## config.mk

```make
export PLATFORM = sky130hd
export DESIGN_NAME = sc_point_row_sequencer
export DESIGN_NICKNAME = d
export VERILOG_FILES = /design/src/rtl/sc_point_row_sequencer_pkg.sv /design/src/rtl/sc_point_period_counter.sv /design/src/rtl/sc_point_row_sequencer.sv
export SDC_FILE = /design/constraint.sdc
export NUM_CORES = 1
export LEC_CHECK = 0
export BUFFER_PORTS_ARGS = -buffer_cell sky130_fd_sc_hd__buf_2
export CORE_MARGIN = 3
export CORE_UTILIZATION = 55
export CTS_CLUSTER_DIAMETER = 50
export DETAILED_ROUTE_END_ITERATION = 7
export GPL_TIMING_DRIVEN = 0
export PLACE_DENSITY = 0.81
export SYNTH_ARGS = -nofsm -noshare
export SYNTH_HDL_FRONTEND = slang
export SYNTH_HIERARCHICAL = 1
export SYNTH_SLANG_ARGS = --single-unit
```

## constraint.sdc

```tcl
create_clock -name SC_POINT_ROW_SEQUENCER_CLOCK_50 -period 9.8 [get_ports SC_POINT_ROW_SEQUENCER_CLOCK_50]
set_clock_uncertainty 0.05 [all_clocks]
set_input_delay 0.49 -clock SC_POINT_ROW_SEQUENCER_CLOCK_50 [delete_from_list [all_inputs] [get_ports SC_POINT_ROW_SEQUENCER_CLOCK_50]]
set_output_delay 0.49 -clock SC_POINT_ROW_SEQUENCER_CLOCK_50 [all_outputs]
set_load 0.02 [all_outputs]
```

## src/rtl/sc_point_row_sequencer_pkg.sv

```systemverilog
// Shared definitions for the point-row sequencer: state encoding, shift codes,
// row command bundle and life/level limits.
package sc_point_row_sequencer_pkg;

    localparam logic [2:0] ST_IDLE     = 3'd0;
    localparam logic [2:0] ST_CLEAR    = 3'd1;
    localparam logic [2:0] ST_LOAD0    = 3'd2;
    localparam logic [2:0] ST_RUN      = 3'd3;
    localparam logic [2:0] ST_SHIFT    = 3'd4;
    localparam logic [2:0] ST_LOST     = 3'd5;
    localparam logic [2:0] ST_LOAD1    = 3'd6;
    localparam logic [2:0] ST_GAMEOVER = 3'd7;

    localparam logic [1:0] SHIFT_HOLD  = 2'b00;
    localparam logic [1:0] SHIFT_LEFT  = 2'b01;
    localparam logic [1:0] SHIFT_RIGHT = 2'b10;

    localparam logic [1:0] INIT_LIVES = 2'd3;
    localparam logic [2:0] MAX_LEVEL  = 3'd7;

    typedef struct packed {
        logic       clearN;
        logic       load0N;
        logic       load1N;
        logic       clearLostN;
        logic [1:0] shiftSel;
    } rowCmd_t;

    function automatic rowCmd_t cmdIdle();
        rowCmd_t c;
        c.clearN     = 1'b1;
        c.load0N     = 1'b1;
        c.load1N     = 1'b1;
        c.clearLostN = 1'b1;
        c.shiftSel   = SHIFT_HOLD;
        return c;
    endfunction

endpackage

```

## src/rtl/sc_point_period_counter.sv

```systemverilog
// Shift-period timer: counts enabled cycles and flags the last cycle of each period.
module sc_point_period_counter #(
    parameter int PERIOD_WIDTH = 24
) (
    input  logic                    SC_POINT_PERIOD_COUNTER_CLOCK_50,
    input  logic                    SC_POINT_PERIOD_COUNTER_RESET_InLow,
    input  logic                    enable,
    input  logic                    clear,
    input  logic [PERIOD_WIDTH-1:0] period,
    output logic                    expire
);

    logic [PERIOD_WIDTH-1:0] count;

    // >= rather than == so a shrinking period can never strand the count above it
    assign expire = enable && (count >= (period - PERIOD_WIDTH'(1)));

    always_ff @(posedge SC_POINT_PERIOD_COUNTER_CLOCK_50 or negedge SC_POINT_PERIOD_COUNTER_RESET_InLow) begin
        if (!SC_POINT_PERIOD_COUNTER_RESET_InLow) begin
            count <= '0;
        end else if (clear || expire) begin
            count <= '0;
        end else if (enable) begin
            count <= count + PERIOD_WIDTH'(1);
        end
    end

endmodule

```

## src/rtl/sc_point_row_sequencer.sv

```systemverilog
// Point-row game sequencer: drives row register commands, tracks level and lives.
// Optional macro SC_POINT_ROW_SEQUENCER_LIVES_EN enables the lives counter.
module sc_point_row_sequencer
    import sc_point_row_sequencer_pkg::*;
#(
    parameter int SHIFT_PERIOD = 16,
    parameter int PERIOD_WIDTH = 24
) (
    input  logic       SC_POINT_ROW_SEQUENCER_CLOCK_50,
    input  logic       SC_POINT_ROW_SEQUENCER_RESET_InLow,
    input  logic       SC_POINT_ROW_SEQUENCER_start_InLow,
    input  logic       SC_POINT_ROW_SEQUENCER_direction_In,
    input  logic       SC_POINT_ROW_SEQUENCER_collision_In,
    input  logic       SC_POINT_ROW_SEQUENCER_levelup_In,
    output logic       SC_POINT_ROW_SEQUENCER_clear_OutLow,
    output logic       SC_POINT_ROW_SEQUENCER_load0_OutLow,
    output logic       SC_POINT_ROW_SEQUENCER_load1_OutLow,
    output logic [1:0] SC_POINT_ROW_SEQUENCER_shiftselection_Out,
    output logic       SC_POINT_ROW_SEQUENCER_clearLOST_OutLow,
    output logic [2:0] SC_POINT_ROW_SEQUENCER_level_OutBUS,
    output logic [1:0] SC_POINT_ROW_SEQUENCER_lives_OutBUS,
    output logic       SC_POINT_ROW_SEQUENCER_gameover_Out
);

    logic [2:0]              state;
    logic [2:0]              stateNext;
    logic [2:0]              level;
    rowCmd_t                 cmdQ;
    rowCmd_t                 cmdNext;
    logic                    gameoverQ;
    logic                    runActive;
    logic                    runAbort;
    logic                    expire;
    logic                    lastLife;
    logic                    startReq;
    logic [PERIOD_WIDTH-1:0] periodShifted;
    logic [PERIOD_WIDTH-1:0] period;

    assign startReq  = !SC_POINT_ROW_SEQUENCER_start_InLow;
    assign runActive = (state == ST_RUN);
    assign runAbort  = runActive && (SC_POINT_ROW_SEQUENCER_collision_In || SC_POINT_ROW_SEQUENCER_levelup_In);

    // Each level halves the shift period, never below one cycle
    assign periodShifted = PERIOD_WIDTH'(SHIFT_PERIOD) >> level;
    assign period        = (periodShifted == '0) ? PERIOD_WIDTH'(1) : periodShifted;

    sc_point_period_counter #(
        .PERIOD_WIDTH(PERIOD_WIDTH)
    ) uPeriodCounter (
        .SC_POINT_PERIOD_COUNTER_CLOCK_50   (SC_POINT_ROW_SEQUENCER_CLOCK_50),
        .SC_POINT_PERIOD_COUNTER_RESET_InLow(SC_POINT_ROW_SEQUENCER_RESET_InLow),
        .enable                             (runActive),
        .clear                              (runAbort),
        .period                             (period),
        .expire                             (expire)
    );

`ifdef SC_POINT_ROW_SEQUENCER_LIVES_EN
    logic [1:0] lives;

    assign lastLife = (lives <= 2'd1);

    always_ff @(posedge SC_POINT_ROW_SEQUENCER_CLOCK_50 or negedge SC_POINT_ROW_SEQUENCER_RESET_InLow) begin
        if (!SC_POINT_ROW_SEQUENCER_RESET_InLow) begin
            lives <= INIT_LIVES;
        end else if (state == ST_LOST) begin
            lives <= lives - 2'd1;
        end else if ((state == ST_GAMEOVER) && startReq) begin
            lives <= INIT_LIVES;
        end
    end

    assign SC_POINT_ROW_SEQUENCER_lives_OutBUS = lives;
`else
    assign lastLife = 1'b1;
    assign SC_POINT_ROW_SEQUENCER_lives_OutBUS = 2'b00;
`endif

    always_comb begin
        stateNext = state;
        case (state)
            ST_IDLE:     if (startReq) stateNext = ST_CLEAR;
            ST_CLEAR:    stateNext = ST_LOAD0;
            ST_LOAD0:    stateNext = ST_RUN;
            ST_RUN: begin
                if (SC_POINT_ROW_SEQUENCER_collision_In)     stateNext = ST_LOST;
                else if (SC_POINT_ROW_SEQUENCER_levelup_In)  stateNext = ST_LOAD1;
                else if (expire)                             stateNext = ST_SHIFT;
            end
            ST_SHIFT:    stateNext = ST_RUN;
            ST_LOST:     stateNext = lastLife ? ST_GAMEOVER : ST_LOAD0;
            ST_LOAD1:    stateNext = ST_RUN;
            ST_GAMEOVER: if (startReq) stateNext = ST_CLEAR;
            default:     stateNext = ST_IDLE;
        endcase
    end

    // Commands are decoded from the current state and registered, so each one
    // shows up on the cycle after its state is entered and lasts one cycle.
    always_comb begin
        cmdNext = cmdIdle();
        case (state)
            ST_CLEAR: cmdNext.clearN     = 1'b0;
            ST_LOAD0: cmdNext.load0N     = 1'b0;
            ST_LOAD1: cmdNext.load1N     = 1'b0;
            ST_LOST:  cmdNext.clearLostN = 1'b0;
            ST_SHIFT: cmdNext.shiftSel   = SC_POINT_ROW_SEQUENCER_direction_In ? SHIFT_RIGHT : SHIFT_LEFT;
            default:  cmdNext = cmdIdle();
        endcase
    end

    always_ff @(posedge SC_POINT_ROW_SEQUENCER_CLOCK_50 or negedge SC_POINT_ROW_SEQUENCER_RESET_InLow) begin
        if (!SC_POINT_ROW_SEQUENCER_RESET_InLow) begin
            state     <= ST_IDLE;
            level     <= 3'd0;
            cmdQ      <= cmdIdle();
            gameoverQ <= 1'b0;
        end else begin
            state     <= stateNext;
            cmdQ      <= cmdNext;
            gameoverQ <= (state == ST_GAMEOVER);
            if ((state == ST_LOAD1) && (level != MAX_LEVEL)) begin
                level <= level + 3'd1;
            end else if ((state == ST_GAMEOVER) && startReq) begin
                level <= 3'd0;
            end
        end
    end

    assign SC_POINT_ROW_SEQUENCER_clear_OutLow       = cmdQ.clearN;
    assign SC_POINT_ROW_SEQUENCER_load0_OutLow       = cmdQ.load0N;
    assign SC_POINT_ROW_SEQUENCER_load1_OutLow       = cmdQ.load1N;
    assign SC_POINT_ROW_SEQUENCER_clearLOST_OutLow   = cmdQ.clearLostN;
    assign SC_POINT_ROW_SEQUENCER_shiftselection_Out = cmdQ.shiftSel;
    assign SC_POINT_ROW_SEQUENCER_level_OutBUS       = level;
    assign SC_POINT_ROW_SEQUENCER_gameover_Out       = gameoverQ;

endmodule

```

==> metrics.md <==
| Metric | Value |
|---|---|
| Power per cell area | `216 mW/mm^2` |
| Status | `completed` |
| Final worst path period need | `4.67 ns` |
| Grt total ovfl | `0` |
| Seq cells post-synth | `37` |
| Die H | `80.8 um` |
| Cell Area, Synth | `0.00308 mm^2` |
| Final setup fails | `0` |
| Antenna diodes | `0` |
| TritonCTS clock tree | `yes` |
| Slew Viols, Final | `0` |
| Worst-Skew Late Latency | `0.29 ns` |
| Share of cells above drive strength 1 | `16.1%` |
| Gpl congestion | `0.866` |
| Die W | `80.8 um` |
| Clk sinks | `37` |
| Core ar. | `0.00527 mm^2` |
| Io pins | `18` |
| Clock buffer depth | `2` |
| Unique masters post-synth | `60` |
| CTS clock-pin slew for the worst setup and hold paths | `0.08 ns` |
| Critical Path, Cell by Cell | `ha_1 > ha_1 > inv_1 > ha_1 > nor2b_1 > nand4_1 > nand2b_1 > nor4_1 > xnor2_1 > ha_1 > nand4_2 > nor2_1 > a311oi_2 > nand3_2 > or2_1 > buf_6 > buf_12 > and2_2 > o31ai_1 > a21oi_1` |
| Final ANT Viol Nets | `0` |
| Final Hold Viols | `0` |
| Die area | `0.00652 mm^2` |
| Setup bufs post-CTS | `0` |
| Peak supply drop | `0.182 mV` |
| GRT Total Usage | `22.0%` |
| Commonest cells after routing, fill and taps aside | `64 x conb_1, 33 x dfrtp_1, 32 x ha_1` |
| Multi-input gate area | `0.00225 mm^2` |
| Placed cells | `471` |
| Final Cycle Share | `47.6%` |
| Layout Nets | `446` |
| Max-Cap Viols | `0` |
| DR DRC count | `0` |
| Dpl ws | `5.16 ns` |
| Synthesis-to-layout area growth | `16.1%` |
| Routed wire length | `6570 um` |
| PnR worst setup slack | `5.13 ns` |
| Antenna violations before repair | `0` |
| Final Non-Filler Cells | `479` |
| RSZ-0062 raised after global routing | `false` |
| F_max | `0.214 GHz` |
| Relative slew slack | `43.5%` |
| R2R Setup Slk | `5.13 ns` |
| CP required | `9.91 ns` |
| Ys Warns | `6` |
| Vias | `2577` |
| Router iterations before antenna repair | `4` |
| Per-cell routed wire length | `13.7 um` |
| Post-layout util | `67.8%` |
| Ys async rst share | `100%` |
| Clock buffer count from CTS | `5` |
| Family with the most delay on the worst path | `simple AND/OR/NAND/NOR gates` |
| Crit path largest cell delay | `0.46 ns` |
| Arr. time, crit path | `4.78 ns` |
| Commonest non-fill, non-tap cell in the layout | `conb_1` |
| Pin count of the biggest net entering global routing | `38` |
| Rows | `26` |
| CTS resizes | `0` |
| FF+latch area | `931 um^2` |
| Dpl hpwl | `5010 um` |
| Buf/Inv on CP | `3` |
| Setup_tns | `0 ns` |
| Synthesized area per cell | `9.52 um^2` |
| Critical Path Slowest Stage Cell | `dfrtp_1` |
| Drt via density | `5.38` |
| CTS HTree Levels | `2` |
| First-pass GRT wire length | `11200 um` |
| Critical path type | `flip-flop to flip-flop` |
| Port Buffers | `15` |
| First DRT Iteration DRCs | `125` |
| Vias in the first global route | `2517` |
| Fillers | `435` |
| Ys flop type | `dfrtp_1` |
| Crit. End Element | `flip-flop` |
| Max FO, Critical Path | `10` |
| HP Class | `primary input to async pin` |
| Root buffer cell | `clkbuf_8` |
| Initial Utilization | `58.4%` |
| Worst Tran Pin Value | `0.847 ns` |
| Gate Count Post-Synth | `323` |
| Top cell by count, worst path | `ha_1` |
| Startpoint class of the critical path | `flip-flop` |
| Post-synth EDFFs | `0` |
| Cts hold-fix bufs | `0` |
| Post-synthesis sequential area ratio | `30.3%` |
| Leakage | `1.61 nW` |
through the flow:
step,instance area (um^2),power (mW),hold slack [ns]
2_1_floorplan,3310,0.560,0.144
3_3_place_gp,3470,0.641,0.497
3_5_place_dp,3470,0.658,0.507
4_1_cts,3570,0.773,0.272
5_1_grt,3570,0.835,0.296
6_report,3570,0.773,0.250
area by class of cell:
type,instances,area share (%)
repair buffers,15,2.10
multi-input cells,327,62.9
well taps,70,2.45
clock buffers,6,2.31
inverters,8,0.841
flip-flops and latches,37,26.1
plain buffers,14,2.94
clock inverters,2,0.385
synthesized netlist by cell type (all sizes together) (4+ instances only):
master / instances / area, um^2
nor2b: 6 / 37.5
or3: 4 / 27.5
dfstp: 4 / 105
dfrtp: 33 / 826
nand2: 21 / 78.8
ha: 32 / 400
xor2: 19 / 166
nand2b: 12 / 75.1
nand3: 13 / 75.1
a21oi: 18 / 101
a211o: 4 / 38.8
o21ai: 6 / 30.0
nor3: 11 / 60.1
buf: 10 / 85.1
inv: 8 / 30.0
nor2: 19 / 71.3
xnor2: 20 / 175
nand4: 10 / 68.8
a211oi: 19 / 188
and3: 7 / 43.8
nor4: 8 / 56.3
report_power, final:
group	total (mW)	internal [mW]	switching, mW
Clock	0.112	0.0570	0.0548
Combinational	0.436	0.185	0.251
Sequential	0.225	0.187	0.0382
Total	0.773	0.428	0.344
path summary, 6_finish.rpt:
kind,cells after the start,end,startpoint
hold / removal,1,uPeriodCounter/count[12],SC_POINT_ROW_SEQUENCER_RESET_InLow
min in group SC_POINT_ROW_SEQUENCER_CLOCK_50,2,SC_POINT_ROW_SEQUENCER_shiftselection_Out[0],SC_POINT_ROW_SEQUENCER_direction_In
setup / recovery,20,state[2],SC_POINT_ROW_SEQUENCER_level_OutBUS[0]
hold reg to reg,2,SC_POINT_ROW_SEQUENCER_load0_OutLow,state[0]
setup reg to reg,20,state[2],SC_POINT_ROW_SEQUENCER_level_OutBUS[0]
max in group asynchronous,1,uPeriodCounter/count[7],SC_POINT_ROW_SEQUENCER_RESET_InLow
layer usage:
layer,global-route usage (%),share of wire [%],vias to the layer above
met5,0,0,-
met4,6.08,0.96,0
met3,3.22,3.6,8
met2,38.2,50,49
met1,28.6,45,1236
li1,-,-,1284
state kept, by name (all words and copies together), names as in the netlist:
register	cells
SC_POINT_ROW_SEQUENCER_level_OutBUS	3
SC_POINT_ROW_SEQUENCER_shiftselection_Out	2
SC_POINT_ROW_SEQUENCER_load0_OutLow	1
state	3
SC_POINT_ROW_SEQUENCER_load1_OutLow	1
SC_POINT_ROW_SEQUENCER_clearLOST_OutLow	1
SC_POINT_ROW_SEQUENCER_gameover_Out	1
SC_POINT_ROW_SEQUENCER_clear_OutLow	1
uPeriodCounter/count	24
kinds of logic after synthesis:
family	after synthesis	share of synthesized area, %
flops	37	30.3
compound gates	62	16.6
buf+inv	22	4.39
xor+xnor	39	11.1
simple gates	130	24.5
other cells	1	0.122
fa+ha+maj	32	13.0
Note: power is estimated with default switching activity, not from simulation.
